--- src/rtl/sram_frame_writer.sv ---
`default_nettype none
// ============================================================================
//  Module   : sram_frame_writer
//  Purpose  : Ingress frame writer in front of a 16K x 16 SRAM. Stores each
//             frame of a 16-bit word stream contiguously in a circular buffer
//             through SRAM port A and emits one descriptor (start address,
//             byte length) per stored frame. Frames are refused at SOP when
//             free space is below MAX_WORDS, and aborted when they exceed
//             MAX_WORDS words. Free space is returned by the downstream reader.
//  Ports    :
//    iClk, iRst              clock, synchronous active-high reset
//    iValid/oReady           ingress beat handshake
//    iData, iSop, iEop, iOdd ingress word, frame delimiters, odd-byte flag
//    oCEnA/oWEnA/oBWEnA      SRAM port A controls (active-low, registered)
//    oAddrA/oWDataA          SRAM port A address and write data
//    oDescValid/iDescReady   descriptor handshake
//    oDescAddr/oDescLen      frame start word address, length in bytes
//    iFreeValid/iFreeWords   words released by the reader
//    oFreeWords              current free words (0..2**AW)
//    oDropCnt                saturating count of refused/aborted frames
//  Revision : 1.0 - initial release
// ============================================================================
module sram_frame_writer #(
    parameter int AW        = 14,
    parameter int DW        = 16,
    parameter int MAX_WORDS = 1024
) (
    input  logic                          iClk,
    input  logic                          iRst,
    input  logic                          iValid,
    input  logic [DW-1:0]                 iData,
    input  logic                          iSop,
    input  logic                          iEop,
    input  logic                          iOdd,
    output logic                          oReady,
    output logic                          oCEnA,
    output logic                          oWEnA,
    output logic [DW-1:0]                 oBWEnA,
    output logic [AW-1:0]                 oAddrA,
    output logic [DW-1:0]                 oWDataA,
    output logic                          oDescValid,
    input  logic                          iDescReady,
    output logic [AW-1:0]                 oDescAddr,
    output logic [$clog2(MAX_WORDS)+1:0]  oDescLen,
    input  logic                          iFreeValid,
    input  logic [$clog2(MAX_WORDS):0]    iFreeWords,
    output logic [AW:0]                   oFreeWords,
    output logic [15:0]                   oDropCnt
);

    // Word counter must hold MAX_WORDS itself.
    localparam int c_CW = $clog2(MAX_WORDS) + 1;

    localparam logic [1:0] c_IDLE  = 2'd0;
    localparam logic [1:0] c_WRITE = 2'd1;
    localparam logic [1:0] c_DROP  = 2'd2;
    localparam logic [1:0] c_DESC  = 2'd3;

    localparam logic [AW+1:0]  c_FREE_MAX = {2'b01, {AW{1'b0}}};
    localparam logic [AW:0]    c_ADMIT    = (AW+1)'(MAX_WORDS);
    localparam logic [c_CW-1:0] c_MAX_CNT = c_CW'(MAX_WORDS);
    // Odd last word: only the first byte (upper half) is written.
    localparam logic [DW-1:0]  c_BWE_ODD  = {{(DW/2){1'b0}}, {(DW/2){1'b1}}};

    logic [1:0]       r_state;
    logic [1:0]       w_nextState;
    logic [AW-1:0]    r_wrPtr;
    logic [AW-1:0]    r_startPtr;
    logic [c_CW-1:0]  r_wordCnt;
    logic [AW:0]      r_free;
    logic [15:0]      r_dropCnt;

    logic             w_accept;
    logic             w_admit;
    logic             w_full;
    logic             w_startFrame;
    logic             w_writeBeat;
    logic             w_abort;
    logic             w_refuse;
    logic             w_handshake;
    logic [c_CW-1:0]  w_wordCntNext;
    logic [c_CW:0]    w_lenBytes;
    logic [AW-1:0]    w_frameStart;
    logic [AW+1:0]    w_freeSum;

    assign w_accept     = iValid & oReady;
    assign w_admit      = (r_free >= c_ADMIT);
    assign w_full       = (r_wordCnt == c_MAX_CNT);
    assign w_startFrame = (r_state == c_IDLE) && w_accept && iSop && w_admit;
    assign w_refuse     = (r_state == c_IDLE) && w_accept && iSop && !w_admit;
    assign w_abort      = (r_state == c_WRITE) && w_accept && w_full;
    assign w_writeBeat  = w_startFrame || ((r_state == c_WRITE) && w_accept && !w_full);
    assign w_handshake  = (r_state == c_DESC) && iDescReady;

    assign w_wordCntNext = (r_state == c_IDLE) ? c_CW'(1) : (r_wordCnt + c_CW'(1));
    assign w_lenBytes    = {w_wordCntNext, 1'b0} - {{c_CW{1'b0}}, iOdd};
    assign w_frameStart  = (r_state == c_IDLE) ? r_wrPtr : r_startPtr;

    // Release and commit may coincide; both apply before saturation.
    assign w_freeSum = {1'b0, r_free}
                     + (iFreeValid  ? (AW+2)'(iFreeWords) : '0)
                     - (w_handshake ? (AW+2)'(r_wordCnt)  : '0);

    assign oFreeWords = r_free;
    assign oDropCnt   = r_dropCnt;

    // ---------------- state register ----------------
    always_ff @(posedge iClk) begin
        if (iRst) begin
            r_state <= c_IDLE;
        end else begin
            r_state <= w_nextState;
        end
    end

    // ---------------- next-state logic ----------------
    always_comb begin
        w_nextState = r_state;
        case (r_state)
            c_IDLE: begin
                if (w_accept && iSop) begin
                    if (w_admit) begin
                        w_nextState = iEop ? c_DESC : c_WRITE;
                    end else begin
                        w_nextState = iEop ? c_IDLE : c_DROP;
                    end
                end
            end
            c_WRITE: begin
                if (w_accept) begin
                    if (w_full) begin
                        w_nextState = iEop ? c_IDLE : c_DROP;
                    end else if (iEop) begin
                        w_nextState = c_DESC;
                    end
                end
            end
            c_DROP: begin
                if (w_accept && iEop) begin
                    w_nextState = c_IDLE;
                end
            end
            c_DESC: begin
                if (iDescReady) begin
                    w_nextState = c_IDLE;
                end
            end
            default: w_nextState = c_IDLE;
        endcase
    end

    // ---------------- state-decoded outputs ----------------
    always_comb begin
        oReady     = 1'b0;
        oDescValid = 1'b0;
        case (r_state)
            c_DESC:  oDescValid = 1'b1;
            default: oReady     = !iRst;
        endcase
    end

    // ---------------- datapath ----------------
    always_ff @(posedge iClk) begin
        if (iRst) begin
            oCEnA      <= 1'b1;
            oWEnA      <= 1'b1;
            oBWEnA     <= '1;
            oAddrA     <= '0;
            oWDataA    <= '0;
            oDescAddr  <= '0;
            oDescLen   <= '0;
            r_wrPtr    <= '0;
            r_startPtr <= '0;
            r_wordCnt  <= '0;
            r_free     <= c_FREE_MAX[AW:0];
            r_dropCnt  <= '0;
        end else begin
            // Idle SRAM cycles present the reset values.
            oCEnA   <= 1'b1;
            oWEnA   <= 1'b1;
            oBWEnA  <= '1;
            oAddrA  <= '0;
            oWDataA <= '0;

            if (w_writeBeat) begin
                oCEnA     <= 1'b0;
                oWEnA     <= 1'b0;
                oAddrA    <= r_wrPtr;
                oWDataA   <= iData;
                oBWEnA    <= (iEop && iOdd) ? c_BWE_ODD : '0;
                r_wrPtr   <= r_wrPtr + AW'(1);
                r_wordCnt <= w_wordCntNext;
                // Descriptor fields are latched on the EOP beat and then
                // held for the whole DESC state.
                if (iEop) begin
                    oDescAddr <= w_frameStart;
                    oDescLen  <= w_lenBytes;
                end
            end

            if (w_startFrame) begin
                r_startPtr <= r_wrPtr;
            end

            // Oversize frame: rewind so the next frame reuses the space.
            if (w_abort) begin
                r_wrPtr <= r_startPtr;
            end

            if ((w_abort || w_refuse) && (r_dropCnt != 16'hffff)) begin
                r_dropCnt <= r_dropCnt + 16'd1;
            end

            r_free <= (w_freeSum > c_FREE_MAX) ? c_FREE_MAX[AW:0] : w_freeSum[AW:0];
        end
    end

endmodule
`default_nettype wire

--- config.mk ---
export PLATFORM = sky130hd
export DESIGN_NAME = sram_frame_writer
export DESIGN_NICKNAME = d
export VERILOG_FILES = /design/src/rtl/sram_frame_writer.sv
export SDC_FILE = /design/constraint.sdc
export NUM_CORES = 1
export LEC_CHECK = 0
export CORE_MARGIN = 2
export CORE_UTILIZATION = 35
export CTS_CLUSTER_SIZE = 40
export DETAILED_ROUTE_END_ITERATION = 6
export PLACE_DENSITY_LB_ADDON = 0.15
export SLEW_MARGIN = 20
export SYNTH_ARGS = -nofsm -noshare
export SYNTH_HDL_FRONTEND = slang
export SYNTH_SLANG_ARGS = --single-unit
--- constraint.sdc ---
create_clock -name iClk -period 11.6 [get_ports iClk]
set_clock_uncertainty 0.05 [all_clocks]
set_input_delay 1.74 -clock iClk [delete_from_list [all_inputs] [get_ports iClk]]
set_output_delay 1.74 -clock iClk [all_outputs]
set_load 0.05 [all_outputs]
==> results_tabular.tex, run 1 <==
\begin{tabular}{lr}
\hline
Metric & Value \\
\hline
\multicolumn{2}{l}{\textbf{Status}} \\
\quad Result of the run & finished, final reports clean \\
\multicolumn{2}{l}{\textbf{Synthesis}} \\
\quad Netlist cell types & 73 \\
\quad Count of flip-flops with a built-in enable after synthesis & 0 \\
\quad Synthesized netlist cell count & 811 \\
\quad Mean cell area of the mapped netlist & 8.49 um2 \\
\quad Count of state elements after synthesis & 131 \\
\quad Syn Nets & 882 \\
\quad Primary flip-flop cell chosen by synthesis mapping & sky130\_fd\_sc\_hd\_\_dfxtp\_1 \\
\quad Post-Syn Area & 6890 um2 \\
\quad Sequential area share after synthesis & 0.381 \\
\quad Count of synthesis-stage warnings from yosys & 0 \\
\quad Async set-reset flop share out of synthesis & 0 \\
\multicolumn{2}{l}{\textbf{Timing}} \\
\quad Highest Clock Rate & 187 MHz \\
\quad Slew of the pin with the lowest slew margin & 0.935 ns \\
\quad Unrepaired setup endpoints after global routing & false \\
\quad Portion of the clock cycle consumed by the worst path in the final layout & 0.460 \\
\quad Post-route minimum period & 5.34 ns \\
\quad Worst slew margin relative to its limit & 0.377 \\
\quad Number of hold-slack violations in the final timing report & 0 \\
\quad Final TNS setup & 0 ns \\
\quad Post-route setup slack & 6.26 ns \\
\quad Count of endpoints failing setup in the final report & 0 \\
\quad Final-report max-slew violation count & 0 \\
\multicolumn{2}{l}{\textbf{Clocking}} \\
\quad H-tree levels & 4 \\
\quad Clock Latency Late Sink & 0.42 ns \\
\quad TritonCTS clock tree & built \\
\quad Post\_cts resized & 0 \\
\quad Count of hold buffers inserted by post-cts repair & 0 \\
\quad Number of sinks on the clock net & 131 \\
\quad Root buffer selected by CTS & sky130\_fd\_sc\_hd\_\_clkbuf\_16 \\
\quad Post-CTS Repair Setup Buffers & 0 \\
\quad Number of buffers inserted during clock tree synthesis & 17 \\
\quad Clock Tree Buf Depth & 2 \\
\quad Clk pin slew, worst setup/hold paths & 0.06 ns \\
\multicolumn{2}{l}{\textbf{Floorplanning}} \\
\quad Horizontal die dimension & 144 um \\
\quad Starting Density & 0.355 \\
\quad Rows & 51 \\
\quad Total Die Area & 20800 um2 \\
\quad Die Height & 144 um \\
\quad Number of top-level pins & 142 \\
\quad Placeable core region & 19400 um2 \\
\multicolumn{2}{l}{\textbf{Power and ir drop}} \\
\quad Total Power & 0.00162 W \\
\quad Pwr Density & 181 nW/um2 \\
\quad Leakage component of the power & 3.23 nW \\
\quad Maximum vdd ir drop & 106 uV \\
\multicolumn{2}{l}{\textbf{Finish}} \\
\quad Area of the multi-input gates & 3750 um2 \\
\quad Share of layout cells above drive strength 1 & 0.0709 \\
\quad Filler instances & 1950 \\
\quad Design Area, Final & 8930 um2 \\
\quad Nets@finish & 990 \\
\quad Storage cell area & 2620 um2 \\
\quad Fin util & 0.461 \\
\quad Area added between synthesis and finish & 29.7\% \\
\multicolumn{2}{l}{\textbf{Placement}} \\
\quad Pre-CTS worst setup slack & 5.61 ns \\
\quad Final GP Congestion & 0.850 \\
\quad Half-perimeter wire length after placement & 12.6 mm \\
\quad Number of port buffers & 141 \\
\quad Placed inst area & 8340 um2 \\
\multicolumn{2}{l}{\textbf{Critical path}} \\
\quad Endpoint arrival time on the critical path & 5.65 ns \\
\quad Start-to-end type of the worst setup path & input port to flop \\
\quad Highest net fanout along the worst path & 15 \\
\quad Crit path required time & 11.91 ns \\
\quad Crit path capture type & flop \\
\quad Critical path startpoint category & input port \\
\multicolumn{2}{l}{\textbf{Drt}} \\
\quad Post-DRT Antenna Nets & 0 \\
\quad Count of vias placed by the detailed router & 5920 \\
\quad Detailed Routing Iterations Pass 1 & 5 \\
\quad Average wire per cell in the routed design & 15.0 um \\
\quad DRC viols & 0 \\
\quad Count of routing violations after the opening detailed-route iteration & 352 \\
\quad Avg Vias per Cell & 4.95 \\
\quad Final wirelength & 17.9 mm \\
\multicolumn{2}{l}{\textbf{GRT}} \\
\quad Vias in the first global route & 5402 \\
\quad Remaining global-route overflow & 0 \\
\quad Global-route usage over all layers & 0.174 \\
\quad Initial antenna violation count & 1 \\
\quad Maximum number of pins on one net before global-route repair & 81 \\
\quad Wire length of the first global-routing pass & 28.6 mm \\
\multicolumn{2}{l}{\textbf{Hold path}} \\
\quad Worst hold-check path type & flop to flop \\
\multicolumn{2}{l}{\textbf{Job}} \\
\quad Max-capacitance violation count & 0 \\
\hline
\end{tabular}
==> placed cells by master (no fill, tap or decap), types with 20 or more instances in the layout <==
cell / netlist / final
sky130_fd_sc_hd__o21ai_0: 35 / 35
sky130_fd_sc_hd__a21oi_1: 35 / 35
sky130_fd_sc_hd__inv_1: 51 / 51
sky130_fd_sc_hd__a211oi_1: 20 / 20
sky130_fd_sc_hd__nand2_1: 91 / 91
sky130_fd_sc_hd__and2_1: 42 / 42
sky130_fd_sc_hd__clkdlybuf4s50_1: 0 / 140
sky130_fd_sc_hd__dfxtp_1: 131 / 131
sky130_fd_sc_hd__nor2_1: 72 / 71
sky130_fd_sc_hd__ha_1: 25 / 25
==> worst max-delay path: stages <==
cell and delay [ns]:
sky130_fd_sc_hd__clkdlybuf4s50_1 0.51, sky130_fd_sc_hd__and3_1 0.35, sky130_fd_sc_hd__and2_1 0.21, sky130_fd_sc_hd__fa_1 0.42, sky130_fd_sc_hd__inv_1 0.12, sky130_fd_sc_hd__ha_1 0.25, sky130_fd_sc_hd__a211oi_1 0.33, sky130_fd_sc_hd__o21ai_0 0.18
sky130_fd_sc_hd__a21boi_0 0.49, sky130_fd_sc_hd__o31ai_1 0.17, sky130_fd_sc_hd__mux2i_2 0.66, sky130_fd_sc_hd__or2_2 0.22
==> cell usage after synthesis, drive strengths merged (2+ instances only) <==
cell    count  area [um2]
nor2b       7        43.8
nand3      15        85.1
o21ai      38         194
a31oi       6        37.5
a211oi     20         150
nor2       72         270
clkbuf     32         140
or4         6        46.3
a21o        8        60.1
a211o       2        18.8
and4        7        61.3
xor2       16         140
and2       43         270
mux2i      16         160
nand2      91         342
o31ai      11        82.6
xnor2      12         105
dfxtp     131        2620
or2         3        18.8
o22ai       3        18.8
a41oi       2        17.5
fa         11         220
a21oi      37         200
inv        52         195
or3        13        83.8
nand4      12        75.1
o21a        2        15.0
a21boi      2        15.0
a311oi     20         181
ha         25         313
buf        24         183
nor4b       4        47.6
nor3b       3        22.5
a221oi      2        17.5
and3       11        68.8
nand3b      6        45.0
a31o        3        26.3
nor4        5        31.3
nor3       18        90.1
nand2b      3        18.8
==> layer usage <==
layer  routed length, um  vias up  global-route usage
li1                    -     3039                   -
met1                9040     2729               0.246
met2                7900      137               0.264
met3                 770       15              0.0371
met4                 202        0              0.0552
met5                   0        -                   0
==> final cells by class <==
type	instances	area share
clock inverters	11	0.0143
repair buffers	146	0.162
multi-input cells	570	0.420
flip-flops and latches	131	0.294
diodes	1	0.000280
clock buffers	20	0.0511
well taps	265	0.0371
inverters	53	0.0223
==> state kept, by name, summed over array words and instances (netlist names) <==
name        count
oDropCnt       16
oWDataA        16
oFreeWords     15
oAddrA         14
oDescAddr      14
r_startPtr     14
r_wrPtr        14
oDescLen       12
r_wordCnt      11
oBWEnA          2
r_state         2
oWEnA           1
==> cell families (layout without fill, tap and decap cells) <==
kind of cell,Yosys count,after routing,share of synthesized area
adders and majority gates,36,36,0.0774
buffers and inverters,110,230,0.0772
DFF,131,131,0.381
AOI/OAI and AO/OA,166,166,0.163
muxes,17,17,0.0249
other,0,1,0
xor gates and xnor gates,28,28,0.0356
and+or+nand+nor,323,323,0.241
==> stage by stage <==
step           hold slack [ns]  std cells
2_1_floorplan            0.409        811
3_3_place_gp             0.393       1165
3_5_place_dp             0.405       1165
4_1_cts                  0.409       1196
5_1_grt                  0.417       1196
6_report                 0.410       1197
==> final timing paths <==
kind                    start  depth (start not counted)  slack, ns              to
setup / recovery   iDescReady                         12       6.26  oFreeWords[14]
hold / removal    oDescLen[3]                          2       0.41     oDescLen[3]
setup reg to reg   r_state[0]                         11       7.52  oFreeWords[14]
hold reg to reg   oDescLen[3]                          2       0.41     oDescLen[3]
==> where the power goes <==
part           internal (W)  switching, W
logic              0.000206      0.000371
registers          0.000482     0.0000288
clock network      0.000328      0.000205
total               0.00102      0.000604
Power figures use the tool's default switching activity.
==> run 2, diff against run 1 <==
==> constraint.sdc (replaced) <==
create_clock -name iClk -period 4.47 [get_ports iClk]
set_clock_uncertainty 0.05 [all_clocks]
set_input_delay 0.6705 -clock iClk [delete_from_list [all_inputs] [get_ports iClk]]
set_output_delay 0.6705 -clock iClk [all_outputs]
set_load 0.05 [all_outputs]
==> results_tabular.tex, run 2 (same netlist as run 1, synthesis figures left out) <==
\begin{tabular}{lr}
\hline
Metric & Value \\
\hline
\multicolumn{2}{l}{\textbf{Status}} \\
\quad Result of the run & finished, final reports clean \\
\multicolumn{2}{l}{\textbf{Power and ir drop}} \\
\quad Pwr Density & 475 nW/um2 \\
\quad Total Power & 0.00430 W \\
\quad Leakage component of the power & 3.29 nW \\
\quad Maximum vdd ir drop & 361 uV \\
\multicolumn{2}{l}{\textbf{Drt}} \\
\quad Avg Vias per Cell & 4.99 \\
\quad Final wirelength & 17.9 mm \\
\quad Detailed Routing Iterations Pass 1 & 5 \\
\quad Count of routing violations after the opening detailed-route iteration & 344 \\
\quad Average wire per cell in the routed design & 14.8 um \\
\quad Post-DRT Antenna Nets & 0 \\
\quad Count of vias placed by the detailed router & 6027 \\
\quad DRC viols & 0 \\
\multicolumn{2}{l}{\textbf{Critical path}} \\
\quad Highest net fanout along the worst path & 14 \\
\quad Largest stage delay on the critical path & 0.50 ns \\
\quad Crit path capture type & flop \\
\quad List of cells traversed by the critical path & clkdlybuf4s50\_1 > and3\_1 > and2\_1 > fa\_1 > inv\_1 > fa\_1 > a21oi\_1 > o21ai\_1 > a211oi\_1 > o41ai\_1 > xnor2\_1 > buf\_4 > nor4\_1 \\
\quad Crit-path slowest cell & sky130\_fd\_sc\_hd\_\_fa\_1 \\
\quad Endpoint arrival time on the critical path & 4.21 ns \\
\quad Start-to-end type of the worst setup path & input port to flop \\
\quad Crit path required time & 4.75 ns \\
\quad Critical path startpoint category & input port \\
\quad Cell seen most often among critical-path stages & sky130\_fd\_sc\_hd\_\_fa\_1 \\
\multicolumn{2}{l}{\textbf{Timing}} \\
\quad Portion of the clock cycle consumed by the worst path in the final layout & 0.880 \\
\quad Number of hold-slack violations in the final timing report & 0 \\
\quad Worst slew margin relative to its limit & 0.460 \\
\quad Highest Clock Rate & 254 MHz \\
\quad Unrepaired setup endpoints after global routing & false \\
\quad Final-report max-slew violation count & 0 \\
\quad Slew of the pin with the lowest slew margin & 0.808 ns \\
\quad Final TNS setup & 0 ns \\
\quad Count of endpoints failing setup in the final report & 0 \\
\quad Post-route minimum period & 3.94 ns \\
\quad Post-route setup slack & 0.534 ns \\
\multicolumn{2}{l}{\textbf{GRT}} \\
\quad Wire length of the first global-routing pass & 29.2 mm \\
\quad Vias in the first global route & 5593 \\
\quad Global-route usage over all layers & 0.177 \\
\quad Maximum number of pins on one net before global-route repair & 61 \\
\quad Remaining global-route overflow & 0 \\
\quad Initial antenna violation count & 1 \\
\multicolumn{2}{l}{\textbf{Finish}} \\
\quad Most used cells in the layout excluding fill and tap cells & sky130\_fd\_sc\_hd\_\_clkdlybuf4s50\_1 (140), sky130\_fd\_sc\_hd\_\_dfxtp\_1 (131), sky130\_fd\_sc\_hd\_\_nand2\_1 (91) \\
\quad Area added between synthesis and finish & 31.2\% \\
\quad Storage cell area & 2620 um2 \\
\quad Filler instances & 1951 \\
\quad Nets@finish & 1000 \\
\quad Count of non-filler cells in the finished layout & 1209 \\
\quad Most common cell after layout, fill and taps aside & sky130\_fd\_sc\_hd\_\_clkdlybuf4s50\_1 \\
\quad Share of layout cells above drive strength 1 & 0.0796 \\
\quad Area of the multi-input gates & 3740 um2 \\
\multicolumn{2}{l}{\textbf{Clocking}} \\
\quad Count of hold buffers inserted by post-cts repair & 0 \\
\quad Clk pin slew, worst setup/hold paths & 0.06 ns \\
\quad Root buffer selected by CTS & sky130\_fd\_sc\_hd\_\_clkbuf\_16 \\
\quad Number of buffers inserted during clock tree synthesis & 17 \\
\quad H-tree levels & 4 \\
\quad TritonCTS clock tree & built \\
\quad Post\_cts resized & 0 \\
\quad Number of sinks on the clock net & 131 \\
\quad Clock Latency Late Sink & 0.42 ns \\
\quad Clock Tree Buf Depth & 2 \\
\quad Post-CTS Repair Setup Buffers & 0 \\
\multicolumn{2}{l}{\textbf{Placement}} \\
\quad Half-perimeter wire length after placement & 12.9 mm \\
\quad Final GP Congestion & 0.847 \\
\quad Placed cell count & 1175 \\
\quad Number of port buffers & 141 \\
\quad Pre-CTS worst setup slack & 0.101 ns \\
\multicolumn{2}{l}{\textbf{Floorplanning}} \\
\quad Number of top-level pins & 142 \\
\quad Total Die Area & 20800 um2 \\
\quad Die Height & 144 um \\
\quad Placeable core region & 19400 um2 \\
\quad Starting Density & 0.355 \\
\quad Rows & 51 \\
\quad Horizontal die dimension & 144 um \\
\multicolumn{2}{l}{\textbf{Hold path}} \\
\quad Worst hold-check path type & flop to flop \\
\multicolumn{2}{l}{\textbf{Job}} \\
\quad Max-capacitance violation count & 0 \\
\hline
\end{tabular}
## run 2: cell types whose count changed in the layout (fill, tap and decap cells not counted), sizes merged
cell / previous run / this run
clkinv: 5 / 6
clkinvlp: 3 / 1
clkbuf: 20 / 21
diode: 1 / 2
buf: 6 / 16
bufinv: 2 / 3
## run 2: report_power, final
part           internal [W]  leakage (nW)  switching (W)
Sequential          0.00125          1.06      0.0000737
Clock              0.000926         0.305       0.000526
Combinational      0.000558          1.93       0.000962
## run 2: area by class of cell
type	instances	area share
Multi-Input combinational cell	570	0.414
Sequential cell	131	0.290
Clock buffer	21	0.0521
Clock inverter	11	0.0166
Tap cell	265	0.0367
Inverter	53	0.0220
Timing Repair Buffer	156	0.168
Antenna cell	2	0.000554
## run 2: worst max-delay path, delay by kind of cell
| kind | cells | cell delay, ns |
|---|---|---|
| AOI/OAI and AO/OA | 4 | 0.95 |
| and+or+nand+nor | 3 | 0.78 |
| adders and majority gates | 2 | 0.95 |
| buffers and inverters | 3 | 0.70 |
| xor gates and xnor gates | 1 | 0.15 |
## run 2: worst paths after layout
check	start	end	slack, ns	depth (start not counted)
min	oDescLen[3]	oDescLen[3]	0.41	2
min reg2reg	oDescLen[3]	oDescLen[3]	0.41	2
max reg2reg	r_state[0]	oFreeWords[3]	0.79	12
max	iDescReady	oFreeWords[3]	0.53	13
## run 2: per-stage QoR
step	area, um2	hold slack, ns	utilization
final	9040	0.406	0.466
after global routing	9030	0.421	0.466
after CTS	9030	0.403	0.466
after detailed placement	8410	0.395	0.434
after global placement	8410	0.392	0.434
after floorplan	6890	0.409	-
## run 2: routing by layer
layer	GRT usage	vias to the layer above	wire, um
met1	0.255	2790	8930
met2	0.262	164	7830
li1	-	3055	-
met3	0.0384	18	964
met5	0	-	0
met4	0.0608	0	206
